`src/rtl/branch_redirect_ctrl_if.sv`:
```
// rtl/branch_redirect_ctrl_if.sv - EX-branch to IF-redirect handshake bundle
// Optional perf counter signals exist only when BRANCH_PERF_CNT_EN is defined.
interface branch_redirect_ctrl_if #(
   parameter int XLEN = 32
);
   logic            br_valid;
   logic            br_taken;
   logic [XLEN-1:0] br_target;
   logic            stall;
   logic            pc_sel;
   logic [XLEN-1:0] pc_target;
   logic            flush_if_id;
   logic            flush_id_ex;
   logic            busy;
`ifdef BRANCH_PERF_CNT_EN
   logic [31:0]     perf_branches;
   logic [31:0]     perf_redirects;

   modport master (
      output br_valid, br_taken, br_target, stall,
      input  pc_sel, pc_target, flush_if_id, flush_id_ex, busy,
      input  perf_branches, perf_redirects
   );
   modport slave (
      input  br_valid, br_taken, br_target, stall,
      output pc_sel, pc_target, flush_if_id, flush_id_ex, busy,
      output perf_branches, perf_redirects
   );
`else
   modport master (
      output br_valid, br_taken, br_target, stall,
      input  pc_sel, pc_target, flush_if_id, flush_id_ex, busy
   );
   modport slave (
      input  br_valid, br_taken, br_target, stall,
      output pc_sel, pc_target, flush_if_id, flush_id_ex, busy
   );
`endif
endinterface

```
`src/rtl/branch_redirect_ctrl.sv`:
```
// rtl/branch_redirect_ctrl.sv - taken-branch PC redirect and wrong-path flush sequencer
// Optional feature macro: BRANCH_PERF_CNT_EN (branch/redirect performance counters).
module branch_redirect_ctrl #(
   parameter int FLUSH_CYCLES = 2,
   parameter int XLEN         = 32
) (
   input logic                  CLK,
   input logic                  RESET_N,
   branch_redirect_ctrl_if.slave bus
);
   typedef enum logic [1:0] {S_IDLE, S_REDIRECT, S_FLUSH} state_t;

   localparam logic [3:0] LP_LOAD = 4'(FLUSH_CYCLES - 1);

   state_t          r_state, w_next_state;
   logic [3:0]      r_cnt, w_next_cnt;
   logic [XLEN-1:0] r_pc_target, w_next_target;
   logic            r_pc_sel, w_next_pc_sel;
   logic            r_flush, w_next_flush;
   logic            r_busy, w_next_busy;
   logic            w_accept;

   // Only IDLE listens to EX; anything seen in REDIRECT/FLUSH is wrong-path.
   assign w_accept = (r_state == S_IDLE) && !bus.stall && bus.br_valid && bus.br_taken;

   always_ff @(posedge CLK or negedge RESET_N) begin
      if (!RESET_N) begin
         r_state     <= S_IDLE;
         r_cnt       <= 4'd0;
         r_pc_target <= '0;
         r_pc_sel    <= 1'b0;
         r_flush     <= 1'b0;
         r_busy      <= 1'b0;
      end else begin
         r_state     <= w_next_state;
         r_cnt       <= w_next_cnt;
         r_pc_target <= w_next_target;
         r_pc_sel    <= w_next_pc_sel;
         r_flush     <= w_next_flush;
         r_busy      <= w_next_busy;
      end
   end

   always_comb begin
      w_next_state = r_state;
      w_next_cnt   = r_cnt;
      if (!bus.stall) begin
         case (r_state)
            S_IDLE: begin
               if (w_accept) w_next_state = S_REDIRECT;
            end
            S_REDIRECT: begin
               if (FLUSH_CYCLES > 1) begin
                  w_next_state = S_FLUSH;
                  w_next_cnt   = LP_LOAD;
               end else begin
                  w_next_state = S_IDLE;
               end
            end
            S_FLUSH: begin
               if (r_cnt == 4'd1) begin
                  w_next_state = S_IDLE;
                  w_next_cnt   = 4'd0;
               end else begin
                  w_next_cnt   = r_cnt - 4'd1;
               end
            end
            default: begin
               w_next_state = S_IDLE;
               w_next_cnt   = 4'd0;
            end
         endcase
      end
   end

   // Outputs are decoded from the next state so they land registered with it.
   always_comb begin
      w_next_pc_sel = (w_next_state == S_REDIRECT);
      w_next_flush  = (w_next_state != S_IDLE);
      w_next_busy   = (w_next_state != S_IDLE);
      w_next_target = w_accept ? bus.br_target : r_pc_target;
   end

   assign bus.pc_sel      = r_pc_sel;
   assign bus.pc_target   = r_pc_target;
   assign bus.flush_if_id = r_flush;
   assign bus.flush_id_ex = r_flush;
   assign bus.busy        = r_busy;

`ifdef BRANCH_PERF_CNT_EN
   logic [31:0] r_perf_branches, r_perf_redirects;

   always_ff @(posedge CLK or negedge RESET_N) begin
      if (!RESET_N) begin
         r_perf_branches  <= 32'd0;
         r_perf_redirects <= 32'd0;
      end else begin
         if ((r_state == S_IDLE) && !bus.stall && bus.br_valid && (r_perf_branches != 32'hFFFF_FFFF))
            r_perf_branches <= r_perf_branches + 32'd1;
         if (w_accept && (r_perf_redirects != 32'hFFFF_FFFF))
            r_perf_redirects <= r_perf_redirects + 32'd1;
      end
   end

   assign bus.perf_branches  = r_perf_branches;
   assign bus.perf_redirects = r_perf_redirects;
`endif
endmodule
```
`src/flat_wrapper.sv`:
```
// flat-port wrapper written by rule: the top's interface ports become plain ports
module branch_redirect_ctrl_flat 
#(
   parameter int FLUSH_CYCLES = 2,
   parameter int XLEN         = 32
)
  (CLK, RESET_N, bus_br_valid, bus_br_taken, bus_br_target, bus_stall, bus_pc_sel, bus_pc_target, bus_flush_if_id, bus_flush_id_ex, bus_busy);
  branch_redirect_ctrl_if #(.XLEN(XLEN)) bus_i ();
  input logic CLK;
  input logic RESET_N;
  input wire logic [$bits(bus_i.br_valid)-1:0] bus_br_valid;
  input wire logic [$bits(bus_i.br_taken)-1:0] bus_br_taken;
  input wire logic [$bits(bus_i.br_target)-1:0] bus_br_target;
  input wire logic [$bits(bus_i.stall)-1:0] bus_stall;
  output wire logic [$bits(bus_i.pc_sel)-1:0] bus_pc_sel;
  output wire logic [$bits(bus_i.pc_target)-1:0] bus_pc_target;
  output wire logic [$bits(bus_i.flush_if_id)-1:0] bus_flush_if_id;
  output wire logic [$bits(bus_i.flush_id_ex)-1:0] bus_flush_id_ex;
  output wire logic [$bits(bus_i.busy)-1:0] bus_busy;
  assign bus_i.br_valid = bus_br_valid;
  assign bus_i.br_taken = bus_br_taken;
  assign bus_i.br_target = bus_br_target;
  assign bus_i.stall = bus_stall;
  assign bus_pc_sel = bus_i.pc_sel;
  assign bus_pc_target = bus_i.pc_target;
  assign bus_flush_if_id = bus_i.flush_if_id;
  assign bus_flush_id_ex = bus_i.flush_id_ex;
  assign bus_busy = bus_i.busy;
  branch_redirect_ctrl #(.FLUSH_CYCLES(FLUSH_CYCLES), .XLEN(XLEN)) u_core (.CLK(CLK), .RESET_N(RESET_N), .bus(bus_i));
endmodule
```
`config.mk`:
```
export PLATFORM = sky130hd
export DESIGN_NAME = branch_redirect_ctrl_flat
export DESIGN_NICKNAME = d
export VERILOG_FILES = /design/src/rtl/branch_redirect_ctrl_if.sv /design/src/rtl/branch_redirect_ctrl.sv /design/src/flat_wrapper.sv
export SDC_FILE = /design/constraint.sdc
export NUM_CORES = 1
export LEC_CHECK = 0
export CAP_MARGIN = 20
export CORE_AREA = 3 3 82 68
export DETAILED_ROUTE_END_ITERATION = 8
export DIE_AREA = 0 0 85 71
export PLACE_DENSITY = 0.71
export SYNTH_ARGS = -nofsm -noshare
export SYNTH_HDL_FRONTEND = slang
export SYNTH_SLANG_ARGS = --single-unit
export TNS_END_PERCENT = 30
```
`constraint.sdc`:
```
create_clock -name CLK -period 1.4 [get_ports CLK]
set_input_delay 0.28 -clock CLK [delete_from_list [all_inputs] [get_ports CLK]]
set_output_delay 0.28 -clock CLK [all_outputs]
set_load 0.005 [all_outputs]
```
# After elaboration in Yosys (flattened, before gate mapping)
# Index checks and enable logic that the tools add are counted.
# classes
n_mux,6
shift,0
magnitude_cmp,0
n_mul,0
bitwise,2
addsub,1
n_eq_ne,4
reduce_logical,7
n_div,0
# ops
cell,n
$pmux W4 S3,1
$mux W2,3
$pmux W2 S3,1
$eq A2 B1 Y1 const B,2
$eq A4 B1 Y1 const B,1
$mux W4,1
$sub A4 B1 Y4 const B,1
$logic_and A1 B1 Y1,3
$eq A2 B2 Y1 const B,1
$logic_not A2 Y1,1
$not A1 Y1,2
$reduce_and A2 Y1,1
$reduce_bool A2 Y1,1
$logic_not A1 Y1,1
# word_totals
ramBits,0
n_memories,0
inputBits,37
elab_cells,25
latch_bits,0
rom_bits,0
output_inout_bits,36
regBits,40

# Depth between registers and ports, before layout
# logic_depth
ltp_word,8
mapped_depth,7
ltp_nobuf,6

# Least setup slack after synthesis
# Ideal clock, no wire load.
# synth_timing
path_type,register to register
start,register u_core.r_state[0]
end,register u_core.r_pc_target[0] (netlist: u_core.bus.pc_target[0])
stages_incl_launch_ff,7
t_required_ns,1.275
period_less_slack_ns,1.557
setup_time_ns,0.125
t_arrival_ns,1.432
path_slack_ns,-0.157
path_buffers,2
path_cell_list,dfrtp_1 inv_1 ha_1 and4b_1 buf_6 buf_12 mux2_4
# synth_between
elab_chain_cells,4
# synth_rtl
item,line_no,rtl
start: declaration,branch_redirect_ctrl.sv:15,"state_t r_state, w_next_state;"
start signal: assignment,branch_redirect_ctrl.sv:35,r_state <= w_next_state;
$logic_not A2 Y1,branch_redirect_ctrl.sv:24,assign w_accept = (r_state == S_IDLE) && !bus.stall && bus.br_valid && bus.br_taken;
$logic_and A1 B1 Y1 (3 in a row),branch_redirect_ctrl.sv:24,
end signal: assignment,branch_redirect_ctrl.sv:37,r_pc_target <= w_next_target;
end: declaration,branch_redirect_ctrl.sv:17,"logic [XLEN-1:0] r_pc_target, w_next_target;"
# Every way passes these cells.
# A chain may end at the register's enable or synchronous reset.

# Worst setup path in the final report
# layout_timing
start,register u_core.r_state[0]
end,register u_core.r_pc_target[24] (netlist: u_core.bus.pc_target[24])
# Same word-level chain as after synthesis.

==> flow_metrics.env <==
export IMPL_async_flop_share_pct=100
export IMPL_grt_max_degree=26
export IMPL_grt_use_total_pct=15.3
export IMPL_fin_ws_ns=-0.257
export IMPL_gp_congestion=0.783
export IMPL_rsz0062_at_grt="yes"
export IMPL_synth_area_leaders="dfrtp_1, mux2_4, ha_1"
export IMPL_cts_max_path_buffers=2
export IMPL_finalHoldViolations=0
export IMPL_clk_pin_slew_ns=0.08
export IMPL_nets=270
export IMPL_n_antenna_cell=0
export IMPL_fin_setup_tns_ns=-6.47
export IMPL_grt_pass1_vias=1382
export IMPL_core_um2=4920
export IMPL_antenna_found_initial=0
export IMPL_syn_num_nets=167
export IMPL_critical_path_class="flip-flop to flip-flop"
export IMPL_synth_warning_count=0
export IMPL_cap_viol_max_count=0
export IMPL_cts_buffers=5
export IMPL_start_kind="flip-flop"
export IMPL_die_area_um2=6040
export IMPL_ys_types=26
export IMPL_path_max_fanout=7
export IMPL_cp_end_kind="flip-flop"
export IMPL_root_buffer="clkbuf_8"
export IMPL_synth_largest_area_cell="dfrtp_1"
export IMPL_max_freq_ghz=0.603
export IMPL_ant_nets=0
export IMPL_via_per_inst=4.57
export IMPL_p_per_area_nw_per_um2=1910
export IMPL_syn_inst=124
export IMPL_synth_area_um2=1860
export IMPL_placed_cell_area_um2=2760
export IMPL_die_width_um=85
export IMPL_timing_final_crit_share_pct=118
export IMPL_ir_drop_mv=0.963
export IMPL_layout_area_seq_um2=1000
export IMPL_fillers=384
export IMPL_critPathMaxStageDelay_ns=0.39
export IMPL_fin_crit_ns=1.66
export IMPL_io_buffer_count=72
export IMPL_fp_dieH_um=71
export IMPL_post_drt_wl_per_cell_um=15.3
export IMPL_min_path_type="input pin to async pin"
export IMPL_drtPass1Iterations=3
export IMPL_worst_path_most_repeated_cell="buf_12"
export IMPL_synth_edf_count=0
export IMPL_status="finished, violations left"
export IMPL_worstPathRequired_ns=1.57
export IMPL_multi_input_area_um2=831
export IMPL_cts_tree="yes"
export IMPL_drt_total_wl_mm=4.43
export IMPL_finalMaxSlewViolations=0
export IMPL_drive_above_1_share_pct=36.4
export IMPL_synth_ff_type="dfrtp_1"
export IMPL_drt_initial_drc_count=23
export IMPL_synth_top_area_share_pct=53.9
export IMPL_ys_seq_area_share_pct=53.9
export IMPL_critPathTopFamily="buffers and inverters"
export IMPL_vias=1324
export IMPL_path_cells="inv_2, ha_4, and4b_4, buf_12, buf_12, buf_12, mux2_4"
export IMPL_layoutNonFillerInstCount=290
export IMPL_violations="negative setup slack"
export IMPL_p_leak_nw=1.43
export IMPL_grt_pass1_wl_mm=7.24
export IMPL_cp_slowest_cell="dfrtp_1"
export IMPL_avgSynthCellArea_um2=15.0
export IMPL_rows=23
export IMPL_setup_viol=39
export IMPL_worstSkewPairLatency_ns=0.28
export IMPL_cts_sinks=40
export IMPL_syn_to_final_growth_pct=63.6
export IMPL_worstMarginPinSlew_ns=0.385
export IMPL_dp_cells=272
export IMPL_grt_ovfl_total=0
export IMPL_htree_levels=2
export IMPL_slew_headroom_pct=74.3
export IMPL_fin_util_pct=61.8
export IMPL_total_power_mw=5.80
export IMPL_synth_seq_cells=40
export IMPL_io_pins=73
export IMPL_worstPathArrival_ns=1.83
export IMPL_start_util_pct=37.8
export IMPL_hpwlAfterDp_mm=3.05
export IMPL_post_route_drc_count=0
export IMPL_crit_buf_inv=4
export IMPL_postLayoutCellArea_um2=3040
export IMPL_skew_ns=0.00447
[cell type report]
| class | count | share of cell area [%] |
|---|---|---|
| inverters | 5 | 0.617 |
| well taps | 62 | 2.55 |
| flip-flops and latches | 40 | 32.9 |
| clock buffers | 5 | 2.26 |
| multi-input cells | 73 | 27.3 |
| repair buffers | 102 | 33.7 |
| clock inverters | 3 | 0.617 |
[synthesized netlist by cell type (3+ instances only)]
cell type and n:
buf_12 3, dfrtp_1 40, ha_1 6, inv_1 5, mux2_4 30, nand2_1 4, nor2_1 4, o21ai_0 7
o22ai_1 3
[worst paths after layout]
check | start | to | slack, ns | cells past startpoint
setup / recovery | u_core.r_state[0]$_DFF_PN0_ | u_core.bus.pc_target[24]$_DFFE_PN0P_ | -0.26 | 7
hold / removal | RESET_N | u_core.bus.pc_target[0]$_DFFE_PN0P_ | 0.44 | 2
setup reg to reg | u_core.r_state[0]$_DFF_PN0_ | u_core.bus.pc_target[24]$_DFFE_PN0P_ | -0.26 | 7
hold reg to reg | u_core.bus.pc_target[5]$_DFFE_PN0P_ | u_core.bus.pc_target[5]$_DFFE_PN0P_ | 0.51 | 1
max in group asynchronous | RESET_N | u_core.bus.flush_id_ex$_DFF_PN0_ | 0.50 | 3
min in group CLK | u_core.bus.pc_target[5]$_DFFE_PN0P_ | u_core.bus.pc_target[5]$_DFFE_PN0P_ | 0.51 | 1
[what timing repair did]
item | CTS | global route
resized for setup | 53 | 7
setup buffers | 4 | 3
endpoints found under the setup margin | 75 | 41
pin swaps | 2 | 0
hold buffers | 1 | 0
endpoints found under the hold margin | 15 | 0
gates cloned | 2 | 0
[stage by stage]
step / worst slack, ns / hold WS (ns)
final: -0.257 / 0.436
after global routing: -0.311 / 0.466
after CTS: -0.256 / 0.442
after detailed placement: -0.406 / 0.221
after global placement: -0.360 / 0.219
after floorplan: -0.142 / -0.0156
[cell usage in the layout (no fill, tap or decap), types with 2 or more instances in the layout]
| cell | n |
|---|---|
| dfrtp_1 | 40 |
| clkdlybuf4s50_1 | 35 |
| dlygate4sd2_1 | 35 |
| mux2_4 | 32 |
| buf_4 | 19 |
| buf_12 | 6 |
| ha_1 | 5 |
| clkbuf_8 | 5 |
| o21ai_0 | 4 |
| nand2_1 | 4 |
| inv_1 | 3 |
| nor2_1 | 3 |
| inv_2 | 2 |
| nand2b_1 | 2 |
| o21ai_1 | 2 |
| o21a_1 | 2 |
| o22ai_1 | 2 |
| clkinv_2 | 2 |
| buf_16 | 2 |
| buf_6 | 2 |
[layer usage]
| layer | vias to the layer above | global-route usage, % | share of wire [%] |
|---|---|---|---|
| li1 | 636 | - | - |
| met1 | 637 | 21.2 | 45 |
| met2 | 46 | 24.0 | 47 |
| met3 | 5 | 3.38 | 6.5 |
| met4 | 0 | 5.27 | 1.2 |
| met5 | - | 0 | 0 |
[state kept, by name (all words and copies together) (netlist names)]
register                flops
u_core.bus.pc_sel           1
u_core.bus.flush_id_ex      1
u_core.bus.pc_target       32
u_core.r_state              2
u_core.r_cnt                4
[power breakdown]
part	internal [mW]	switching (mW)	leakage (nW)
Sequential	1.73	0.307	0.488
Clock	0.347	0.396	0.0479
Combinational	1.97	1.05	0.891
[cells by family (layout without fill, tap and decap cells)]
logic type,count (synthesis),in the layout,synth area share [%]
adder cells (fa/ha/maj),6,6,4.04
AND/OR/NAND/NOR,18,18,5.18
AO/OA/AOI/OAI,17,17,5.79
multiplexers,32,32,25.5
flip-flops,40,40,53.9
buffers and inverters,11,115,5.66
Power figures use the tool's default switching activity.
